[src/rtl/gpio_serial_loader.sv]
// gpio_serial_loader
//   Loads per-pad configuration words into the daisy-chained GPIO control
//   blocks. A snapshot of the flat cfg_words bus is shifted out MSB first,
//   one bit per 2*CLK_DIV clk cycles. serial_clock is low for the first half
//   of each bit and high for the second half. The chain's parallel-load
//   strobe is then pulsed for CLK_DIV cycles, and done pulses for one cycle.
//
//   Optional feature macro: GPIO_LOADER_AUTOSTART_EN
//     When this macro is defined, one internal start request fires on the
//     second clk edge after reset release. When it is not defined, transfers
//     begin only from the start port.
//
//   All outputs come straight from flops. The active-low async reset returns
//   every output to its idle value immediately.

module gpio_serial_loader #(
  parameter int NUM_GPIO  = 19,
  parameter int CFG_WIDTH = 13,
  parameter int CLK_DIV   = 4
) (
  input  logic                          clk,
  input  logic                          resetn,
  input  logic                          start,
  input  logic [NUM_GPIO*CFG_WIDTH-1:0] cfg_words,
  output logic                          busy,
  output logic                          done,
  output logic                          serial_clock,
  output logic                          serial_data,
  output logic                          serial_load,
  output logic                          serial_resetn
);

  localparam int TOTAL   = NUM_GPIO * CFG_WIDTH;
  localparam int BIT_W   = $clog2(TOTAL + 1);
  localparam int PHASE_W = $clog2(CLK_DIV + 1);

  // Exact terminal counts. Counters clear on state entry and never wrap.
  localparam logic [BIT_W-1:0]   BIT_LAST   = BIT_W'(TOTAL - 1);
  localparam logic [PHASE_W-1:0] PHASE_LAST = PHASE_W'(CLK_DIV - 1);

  typedef enum logic [1:0] {
    ST_IDLE,
    ST_SHIFT,
    ST_LOAD,
    ST_DONE
  } state_t;

  state_t state;
  state_t next_state;

  logic [PHASE_W-1:0] phase_cnt;   // cycles spent in the current clock phase
  logic [BIT_W-1:0]   bit_cnt;     // bits completed in the current transfer
  logic [TOTAL-1:0]   shift_reg;   // snapshot of cfg_words, MSB goes out first

  logic start_eff;   // start port, or the one-shot auto-start
  logic accept;      // start request is taken this cycle
  logic phase_end;   // last cycle of the current serial_clock phase
  logic bit_end;     // last cycle of the high phase, so the bit is complete
  logic last_bit;    // the bit in flight is the final one

  logic busy_d;
  logic done_d;
  logic sclk_d;
  logic load_d;

`ifdef GPIO_LOADER_AUTOSTART_EN
  logic auto_fired;

  // auto_fired trails serial_resetn by one edge. Together they open a
  // one-cycle window that is sampled on the second edge after reset release.
  always_ff @(posedge clk or negedge resetn) begin
    if (!resetn) begin
      auto_fired <= 1'b0;
    end else begin
      auto_fired <= serial_resetn;
    end
  end

  assign start_eff = start | (serial_resetn & ~auto_fired);
`else
  assign start_eff = start;
`endif

  // A start request is only taken while busy is low. That includes the
  // single DONE cycle, which allows back-to-back loads.
  assign accept    = start_eff && ((state == ST_IDLE) || (state == ST_DONE));
  assign phase_end = (phase_cnt == PHASE_LAST);
  assign bit_end   = (state == ST_SHIFT) && phase_end && serial_clock;
  assign last_bit  = (bit_cnt == BIT_LAST);

  // The chain comes out of reset on the first edge after our own reset is released.
  always_ff @(posedge clk or negedge resetn) begin
    if (!resetn) begin
      serial_resetn <= 1'b0;
    end else begin
      serial_resetn <= 1'b1;
    end
  end

  // FSM state register.
  always_ff @(posedge clk or negedge resetn) begin
    if (!resetn) begin
      state <= ST_IDLE;
    end else begin
      // NOTE: every clocked assignment is non-blocking, so all flops update
      // together from values taken before the edge, whatever the order of the statements.
      state <= next_state;
    end
  end

  // FSM next-state logic.
  always_comb begin
    // NOTE: assign a default before the case. Then every path assigns
    // next_state and no latch is inferred.
    next_state = state;
    unique case (state)
      ST_IDLE:  if (accept) next_state = ST_SHIFT;
      ST_SHIFT: if (bit_end && last_bit) next_state = ST_LOAD;
      ST_LOAD:  if (phase_end) next_state = ST_DONE;
      ST_DONE:  next_state = accept ? ST_SHIFT : ST_IDLE;
      default:  next_state = ST_IDLE;
    endcase
  end

  // Phase and bit counters and the shift register. Both counters clear on
  // every state change, so each state starts counting from zero.
  always_ff @(posedge clk or negedge resetn) begin
    if (!resetn) begin
      phase_cnt <= '0;
      bit_cnt   <= '0;
      // NOTE: shift_reg is a data register, but its MSB drives serial_data
      // directly. It is reset so that serial_data is 0 in reset and a
      // partial transfer is discarded when reset is asserted.
      shift_reg <= '0;
    end else begin
      if (next_state != state) begin
        phase_cnt <= '0;
        bit_cnt   <= '0;
      end else if ((state == ST_SHIFT) || (state == ST_LOAD)) begin
        phase_cnt <= phase_end ? '0 : phase_cnt + PHASE_W'(1);
        if (bit_end) begin
          bit_cnt <= bit_cnt + BIT_W'(1);
        end
      end

      // The snapshot is taken on the accepting edge. Later changes to
      // cfg_words do not reach the chain until the next load. Zeros shift
      // in behind the data, so serial_data is 0 once every bit has gone out.
      if (accept) begin
        shift_reg <= cfg_words;
      end else if (bit_end) begin
        shift_reg <= {shift_reg[TOTAL-2:0], 1'b0};
      end
    end
  end

  assign serial_data = shift_reg[TOTAL-1];

  // Output decode. This computes the next value of each registered output
  // from the state being entered.
  always_comb begin
    busy_d = (next_state == ST_SHIFT) || (next_state == ST_LOAD);
    done_d = (next_state == ST_DONE);
    load_d = (next_state == ST_LOAD);
    sclk_d = 1'b0;
    // Each new bit starts low. The level toggles at the end of each phase.
    // The edge that completes a bit therefore drops the clock as the next
    // data bit is presented.
    if ((state == ST_SHIFT) && (next_state == ST_SHIFT)) begin
      sclk_d = phase_end ? ~serial_clock : serial_clock;
    end
  end

  // Output registers.
  always_ff @(posedge clk or negedge resetn) begin
    if (!resetn) begin
      busy         <= 1'b0;
      done         <= 1'b0;
      serial_clock <= 1'b0;
      serial_load  <= 1'b0;
    end else begin
      busy         <= busy_d;
      done         <= done_d;
      serial_clock <= sclk_d;
      serial_load  <= load_d;
    end
  end

endmodule

[config.mk]
export PLATFORM = sky130hd
export DESIGN_NAME = gpio_serial_loader
export DESIGN_NICKNAME = d
export VERILOG_FILES = /design/src/rtl/gpio_serial_loader.sv
export SDC_FILE = /design/constraint.sdc
export NUM_CORES = 1
export LEC_CHECK = 0
export ABC_AREA = 0
export ABC_CLOCK_PERIOD_IN_PS = 3800
export BUFFER_PORTS_ARGS = -buffer_cell sky130_fd_sc_hd__clkbuf_2
export CORE_MARGIN = 2
export CORE_UTILIZATION = 45
export CTS_CLUSTER_DIAMETER = 150
export DETAILED_ROUTE_END_ITERATION = 8
export PLACE_DENSITY_LB_ADDON = 0.15
export REMOVE_ABC_BUFFERS = 1
export SYNTH_ARGS = -nofsm -noshare
export SYNTH_HDL_FRONTEND = slang
export SYNTH_SLANG_ARGS = --single-unit
export TNS_END_PERCENT = 50
[constraint.sdc]
create_clock -name clk -period 3.8 [get_ports clk]
set_input_delay 1.14 -clock clk [delete_from_list [all_inputs] [get_ports clk]]
set_output_delay 1.14 -clock clk [all_outputs]
set_load 0.03 [all_outputs]
# Yosys cells after proc, flatten, opt, wreduce, memory -nomap -nowiden
# Index checks and enable logic that the tools add are counted.
[word_totals]
output_inout_bits = 6
word_cells = 50
ff_bits = 265
input_bits = 250
[op_classes]
mux = 15
eq_ne = 10
n_reduce_logical = 13
n_bitwise = 1
addsub = 2
[ops]
columns = ["cell", "n"]
rows = [
  ["247-bit 2-to-1 mux", 2],
  ["8-bit 2-to-1 mux", 3],
  ["3-bit 2-to-1 mux", 3],
  ["8-bit by 1-bit adder with 8-bit output, second input constant", 1],
  ["2-bit equality test, second input constant", 4],
  ["8-bit equality test, second input constant", 1],
  ["2-bit case mux with 4 select lines", 1],
  ["2-bit 2-to-1 mux", 3],
  ["2-bit nonzero test", 3],
  ["1-bit logical AND", 5],
  ["2-bit by 1-bit equality test with 1-bit output, second input constant", 2],
  ["3-bit by 1-bit adder with 3-bit output, second input constant", 1],
  ["3-bit by 2-bit equality test with 1-bit output, second input constant", 1],
  ["1-bit logical OR", 3],
  ["1-bit 2-to-1 mux", 3],
  ["2-bit logical NOT", 1],
  ["2-bit inequality test", 1],
  ["2-bit inequality test, second input constant", 1],
  ["2-bit AND reduction", 1],
  ["1-bit NOT", 1],
]

# Logic depth before layout (Yosys ltp)
# Gate-level depths: netlist (run 1).
[depth]
word_depth = 9
depth_mapped = 10
depth_no_buf = 8

# Worst setup path before layout (run 1)
# No wires, ideal clock.
[synth_timing]
path_type = "input to register"
start = "in start"
end = "reg done"
setup_slack_ns = 1.390
required_time_ns = 3.678
cell_stages = 7
path_buffers = 2
arrival_time_ns = 2.289
setup_time_ns = 0.122
path_cell_list = "nor2b_1 > buf_2 > clkbuf_1 > nand2_1 > o211ai_1 > o21ai_0 > ha_1"
[synth_between]
elab_chain_len = 4
word_cells_on_any_way = 5
classes_between = "eq/ne (1); mux (3); reduce/logical (1)"
[synth_rtl]
columns = ["element", "line_no", "source"]
rows = [
  ["start, declared", "23", "input logic start,"],
  ["1-bit logical AND", "86", "assign accept = start_eff && ((state == ST_IDLE) || (state == ST_DONE));"],
  ["2-bit 2-to-1 mux", "117", "ST_IDLE: if (accept) next_state = ST_SHIFT;"],
  ["2-bit case mux with 4 select lines", "116", "unique case (state)"],
  ["via next_state[1]", "49", "state_t next_state;"],
  ["2-bit equality test", "163", "done_d = (next_state == ST_DONE);"],
  ["via done_d", "62", "logic done_d;"],
  ["end signal, assigned", "183", "done <= done_d;"],
  ["end, declared", "26", "output logic done,"],
]
# The timed path passes the listed nets, and every way through them passes these cells.
# A chain may end at the register's enable or synchronous reset.

# Worst setup path after layout (run 1)
[layout_timing]
start = "reg state[0]"
end = "reg phase_cnt[2]"
[layout_between]
elab_chain_len = 8
word_cells_on_any_way = 18
classes_between = "eq/ne (4); mux (6); reduce/logical (8)"
[layout_rtl]
columns = ["element", "line_no", "source"]
rows = [
  ["start, declared", "48", "state_t state;"],
  ["start signal, assigned", "107", "state <= next_state;"],
  ["2-bit by 1-bit equality test with 1-bit output", "88, 116, 139", ""],
  ["1-bit logical AND (2 in a row)", "88", "assign bit_end = (state == ST_SHIFT) && phase_end && serial_clock;"],
  ["1-bit logical AND", "118", "ST_SHIFT: if (bit_end && last_bit) next_state = ST_LOAD;"],
  ["2-bit 2-to-1 mux", "118", ""],
  ["2-bit case mux with 4 select lines", "116", ""],
  ["2-bit inequality test", "136", "if (next_state != state) begin"],
  ["3-bit 2-to-1 mux / 2-bit nonzero test (equally long branches)", "n/a", ""],
  ["end signal, assigned", "140", "phase_cnt <= phase_end ? '0 : phase_cnt + PHASE_W'(1);"],
  ["end, declared", "51", "logic [PHASE_W-1:0] phase_cnt;"],
]
# Several ways; a longest one is shown, not always the timed one.

==> run metrics, run 1 <==
status=complete, no violations; largest net degree at the start of global routing=281; total gr overflow=0; WL/cell=14.5 um; CTS buffer count=29; CP delay by family, top=compound AO/OA/AOI/OAI gates; CP Data Arrival Time=3.19 ns; Starting Density=45.6%; Port Buffers=255; Crit path required time=4.16 ns; M1 GR Usage=24.1%; Critical Path Start Type=flop; pwr/cell area=688 nW/um^2; layout cells sized above 1=22.2%; area leader, netlist=dfrtp_1; post-DP HPWL=16.5 mm; vias after detailed routing=8769; # IOs=256; die width=169 um; slew margin rel.=31.4%; slowest cell on the critical path=ha_1; number of synthesized flops with an enable pin=0; clock root buffer=clkbuf_16; final core utilization=54.9%; 1st-pass router iterations=4; Period minus WS final=2.83 ns; clk_lat worst skew=0.53 ns; core area=26800 sq um; synthesized area=12200 sq um; die height=169 um; Max-cap violations=0; worst reg-to-reg path cell count=7; Synth Register Bits=265; Final Max Slew Viols=0; hold path cells=2; initial antenna violation count=2; GR peak layer=met2; average size of a mapped cell=10.4 sq um; Gates resized, CTS repair=0; top cells by area, synth=dfrtp_1 54%, mux2i_1 20%, o21ai_0 10%; clock transition at the registers of the reported paths=0.06 ns; Ys Warns=0; final period utilization=74.5%; critical path endpoint category=flop; # fillers=2417; final hold viol count=0; area occupied by multi-input gates=5220 sq um; final setup violating endpoints=0; Clock Skew=0.00494 ns; Most used DFF post-synth=dfrtp_1; 1st-iter DRT viols=562; CP bufs+invs=2; max FFs per register=247; post-synthesis cell type count=40; area growth from synthesis to final layout=20.4%; Clock Path Buffers=3; RSZ-0062 raised after global routing=no; setup ws final=0.969 ns; met3 usage=5.82%; std cell rows=60; Setup CP Type=flop to flop; sequential cell area=6630 sq um; CP max FO=217; number of global-route vias before repair=8623; vias per inst=5.01; peak supply drop=484 uV; Post-Place Setup Slack=0.499 ns; Synth top area share=54.3%; Sink Count=265; Slew @ Worst Pin=1.03 ns; final wirelength=25.3 mm; max frequency=353 MHz; die area=28500 sq um; WP depth=7; sequential area share after synthesis=54.3%; detailed-route DRC error count=0; delay of the slowest critical-path stage=0.51 ns; CTS tree=done; Worst Hold Class=flop to flop; Placed Cells incl. Taps=1698; most common cell in the netlist=dfrtp_1; Cell Count, Final, Fillers Out=1749; Synth async-reset ratio=100%; Final nets=1648; Cells after Synth=1179; Leak Pwr=6.17 nW; M2 GR Usage=27.8%; total power=0.0101 W; Final GP Congestion=0.746; Tot GR Track Use=17.7%; H-tree Lvls=1; Routed Antenna Nets=0; Post-synth top cells=265 x dfrtp_1, 254 x nand2_1, 251 x o21ai_0, 246 x mux2i_1, 57 x clkbuf_1; first-pass GRT wire length=42.1 mm; CP cell instances=inv_1 -> ha_1 -> nor2b_4 -> buf_12 -> a22oi_1 -> o32ai_2 -> a2111oi_0; post-CTS setup repair buffer count=0; Post-CTS Hold Fix Bufs=0
[tightest hold or removal path: stages, from the launching register on]
cell     delay (ns)
dfrtp_1        0.38
nand2_1        0.06
o21ai_0        0.07
[routing by layer]
layer | up-vias | part of all wire [%]
met3 | 40 | 7.3
met4 | 4 | 2.3
li1 | 4496 | -
met2 | 184 | 45
met1 | 4045 | 46
met5 | - | 0.11
[power breakdown]
part	internal, W	switching [W]	total, W
Sequential	0.00419	0.000748	0.00494
Clock	0.00178	0.00108	0.00286
Combinational	0.00104	0.00128	0.00232
Total	0.00701	0.00311	0.0101
[cells by family after synthesis]
family	Yosys count	synth area share [%]
and+or+nand+nor	292	9.71
AOI/OAI and AO/OA	265	11.1
DFF	265	54.3
muxes	246	20.2
buffers and inverters	93	3.18
adders and majority gates	10	1.02
xor gates and xnor gates	7	0.502
other	1	0.0307
[layout make-up]
class | instances | area share, %
Inverter | 6 | 0.153
Multi-Input combinational cell | 821 | 35.5
Timing Repair Buffer | 265 | 9.77
Clock buffer | 42 | 5.67
Tap cell | 341 | 2.90
Sequential cell | 265 | 45.1
Antenna cell | 1 | 0.0170
Clock inverter | 8 | 0.953
[final timing paths]
kind,from,endpoint,slack [ns]
min in group asynchronous,resetn,shift_reg[167],0.56
max in group asynchronous,resetn,shift_reg[204],2.38
hold / removal,shift_reg[0],shift_reg[0],0.55
hold reg to reg,shift_reg[0],shift_reg[0],0.55
setup / recovery,state[0],phase_cnt[2],0.97
setup reg to reg,state[0],phase_cnt[2],0.97
[stage by stage]
stage	TNS [ns]	instance area, sq um	hold WS, ns
2_1_floorplan	-3298.32	11900	0.502
3_3_place_gp	0	13700	0.530
3_5_place_dp	0	13700	0.538
4_1_cts	0	14700	0.559
5_1_grt	0	14700	0.576
6_report	0	14700	0.552
[cell usage in the layout, fill, tap and decap left out, types with 5 or more instances in the layout]
cell,count
mux2i_1,246
ha_1,10
xnor2_1,5
clkbuf_16,29
buf_12,6
clkbuf_8,6
o21ai_0,251
nand2_1,254
nor3_1,8
inv_1,6
dfrtp_1,265
clkbuf_2,254
clkbuf_1,7
nand3_1,6
Note: power is estimated with default switching activity, not from simulation.
==> run 2: changes to the inputs <==
ABC_CLOCK_PERIOD_IN_PS = 2300   (was 3800)
clock period = 2.3 ns   (was 3.8 ns; I/O delays follow)
==> run 2 against run 1 <==
Clock skew increased by 0.0078 ns. Final cell count is 1.0% higher. Maximum frequency increased by 33%. Power up 64%. Largest power group unchanged.
==> run metrics, run 2 (synthesized netlist as in run 1, its figures left out) <==
Final Max Slew Viols=0 (unchanged); initial antenna violation count=0 (was 2); total gr overflow=0 (unchanged); P_int=0.0113 W (was 0.00701 W); Routed Antenna Nets=0 (unchanged); CP max FO=88 (was 217); final wirelength=26.4 mm (was 25.3 mm); Crit path required time=2.70 ns (was 4.16 ns); final core utilization=55.4% (was 54.9%); Port Buffers=255 (unchanged); sequential cell area=6630 sq um (unchanged); slew margin rel.=60.9% (was 31.4%); # fillers=2439 (was 2417); H-tree Lvls=1 (unchanged); die area=28500 sq um (unchanged); final period utilization=92.2% (was 74.5%); status=complete, no violations (unchanged); Gates resized, CTS repair=0 (unchanged); Post-DP Area=14000 sq um (was 13700 sq um); Period minus WS final=2.12 ns (was 2.83 ns); NetSw=0.00525 W (was 0.00311 W); vias after detailed routing=8910 (was 8769); CP Data Arrival Time=2.52 ns (was 3.19 ns); clk_lat worst skew=0.54 ns (was 0.53 ns); Setup CP Type=flop to flop (unchanged); first-pass GRT wire length=43.7 mm (was 42.1 mm); final hold viol count=0 (unchanged); area occupied by multi-input gates=5210 sq um (was 5220 sq um); CTS buffer count=28 (was 29); Clock Path Buffers=3 (unchanged); core area=26800 sq um (unchanged); Clk pwr share=25.9% (was 28.2%); die height=169 um (unchanged); die width=169 um (unchanged); CTS tree=done (unchanged); post-DP HPWL=17.9 mm (was 16.5 mm); Worst Hold Class=input port to async pin (was flop to flop); WL/cell=14.9 um (was 14.5 um); commonest non-fill, non-tap cell in the layout=dfrtp_1 (unchanged); detailed-route DRC error count=0 (unchanged); 1st-pass router iterations=5 (was 4); Post-CTS Hold Fix Bufs=0 (unchanged); clock transition at the registers of the reported paths=0.06 ns (about the same); max frequency=472 MHz (was 353 MHz); post-layout instance area=14900 sq um (was 14700 sq um); layout cells sized above 1=22.9% (was 22.2%); Flop pwr share=49.3% (was 48.8%); Final nets=1667 (was 1648); Starting Density=45.6% (unchanged); Max-cap violations=0 (unchanged); Clock Skew=0.0128 ns (was 0.00494 ns); Slew @ Worst Pin=0.587 ns (was 1.03 ns); critical path endpoint category=flop (unchanged); worst reg-to-reg path cell count=6 (was 7); Comb power frac=24.8% (was 22.9%); R2R setup slack=0.18 ns (was 0.97 ns); Final GP Congestion=0.774 (was 0.746); Tot GR Track Use=18.4% (was 17.7%); commonest cells after routing, fill and taps aside=265 x dfrtp_1, 254 x nand2_1, 254 x clkbuf_2 (unchanged); RSZ-0062 raised after global routing=no (unchanged); area growth from synthesis to final layout=21.7% (was 20.4%); Critical Path Start Type=flop (unchanged); std cell rows=60 (unchanged); peak supply drop=555 uV (was 484 uV); final setup violating endpoints=0 (unchanged); clock root buffer=clkbuf_16 (unchanged); vias per inst=5.04 (was 5.01); number of global-route vias before repair=8838 (was 8623); Switching Fraction=31.7% (was 30.7%); pwr/cell area=1120 nW/um^2 (was 688 nW/um^2); 1st-iter DRT viols=549 (was 562); Leak Pwr=6.25 nW (was 6.17 nW); post-CTS setup repair buffer count=0 (unchanged); Sink Count=265 (unchanged); # IOs=256 (unchanged); largest net degree at the start of global routing=89 (was 281); max FFs per register=247 (unchanged)
==> run 2: cell type report <==
cell class,count,share of cell area [%]
Antenna cell,1,0.0168
Clock buffer,42,5.41
Clock inverter,6,0.370
Inverter,6,0.152
Multi-Input combinational cell,821,35.1
Sequential cell,265,44.6
Tap cell,341,2.87
Timing Repair Buffer,285,11.5
==> run 2: worst max-delay path: stages (launching register included) <==
cell     delay [ns]
dfrtp_1        0.45
inv_1          0.12
ha_1           0.17
and4b_4        0.36
buf_16         0.46
mux2i_1        0.25
o21ai_0        0.10
==> run 2: power by group through the flow <==
| stage | registers (W) | logic, W | clock network (W) |
|---|---|---|---|
| global route | 0.00847 | 0.00481 | 0.00462 |
| CTS | 0.00819 | 0.00419 | 0.00440 |
| floorplan | 0.00627 | 0.00170 | 0 |
| detailed placement | 0.00824 | 0.00417 | 0 |
| finish | 0.00817 | 0.00412 | 0.00429 |
| global placement | 0.00819 | 0.00401 | 0 |
==> run 2: stage by stage <==
stage	TNS (ns)	cells	total power (W)	hold WS, ns	setup WS [ns]
4_1_cts	0	1766	0.0168	0.0758	0.150
5_1_grt	0	1766	0.0179	0.0860	0.0339
3_5_place_dp	0	1718	0.0124	0.553	0.156
6_report	0	1767	0.0166	0.0751	0.179
3_3_place_gp	0	1718	0.0122	0.528	0.241
2_1_floorplan	-3694.32	1092	0.00797	0.394	-15.18
==> run 2: final timing paths <==
| kind | end | start |
|---|---|---|
| max | shift_reg[157] | state[1] |
| min | shift_reg[74] | resetn |
| max reg2reg | shift_reg[157] | state[1] |
| min reg2reg | shift_reg[0] | shift_reg[0] |
| max in group asynchronous | shift_reg[215] | resetn |
| min in group clk | shift_reg[148] | cfg_words[148] |
==> run 2: metal layers <==
metal,part of all wire [%],global-route usage (%),up-vias
met4,1.2,3.64,0
met5,0,0,-
met3,5.5,3.23,26
met2,45,28.3,203
met1,49,27.6,4145
li1,-,-,4536
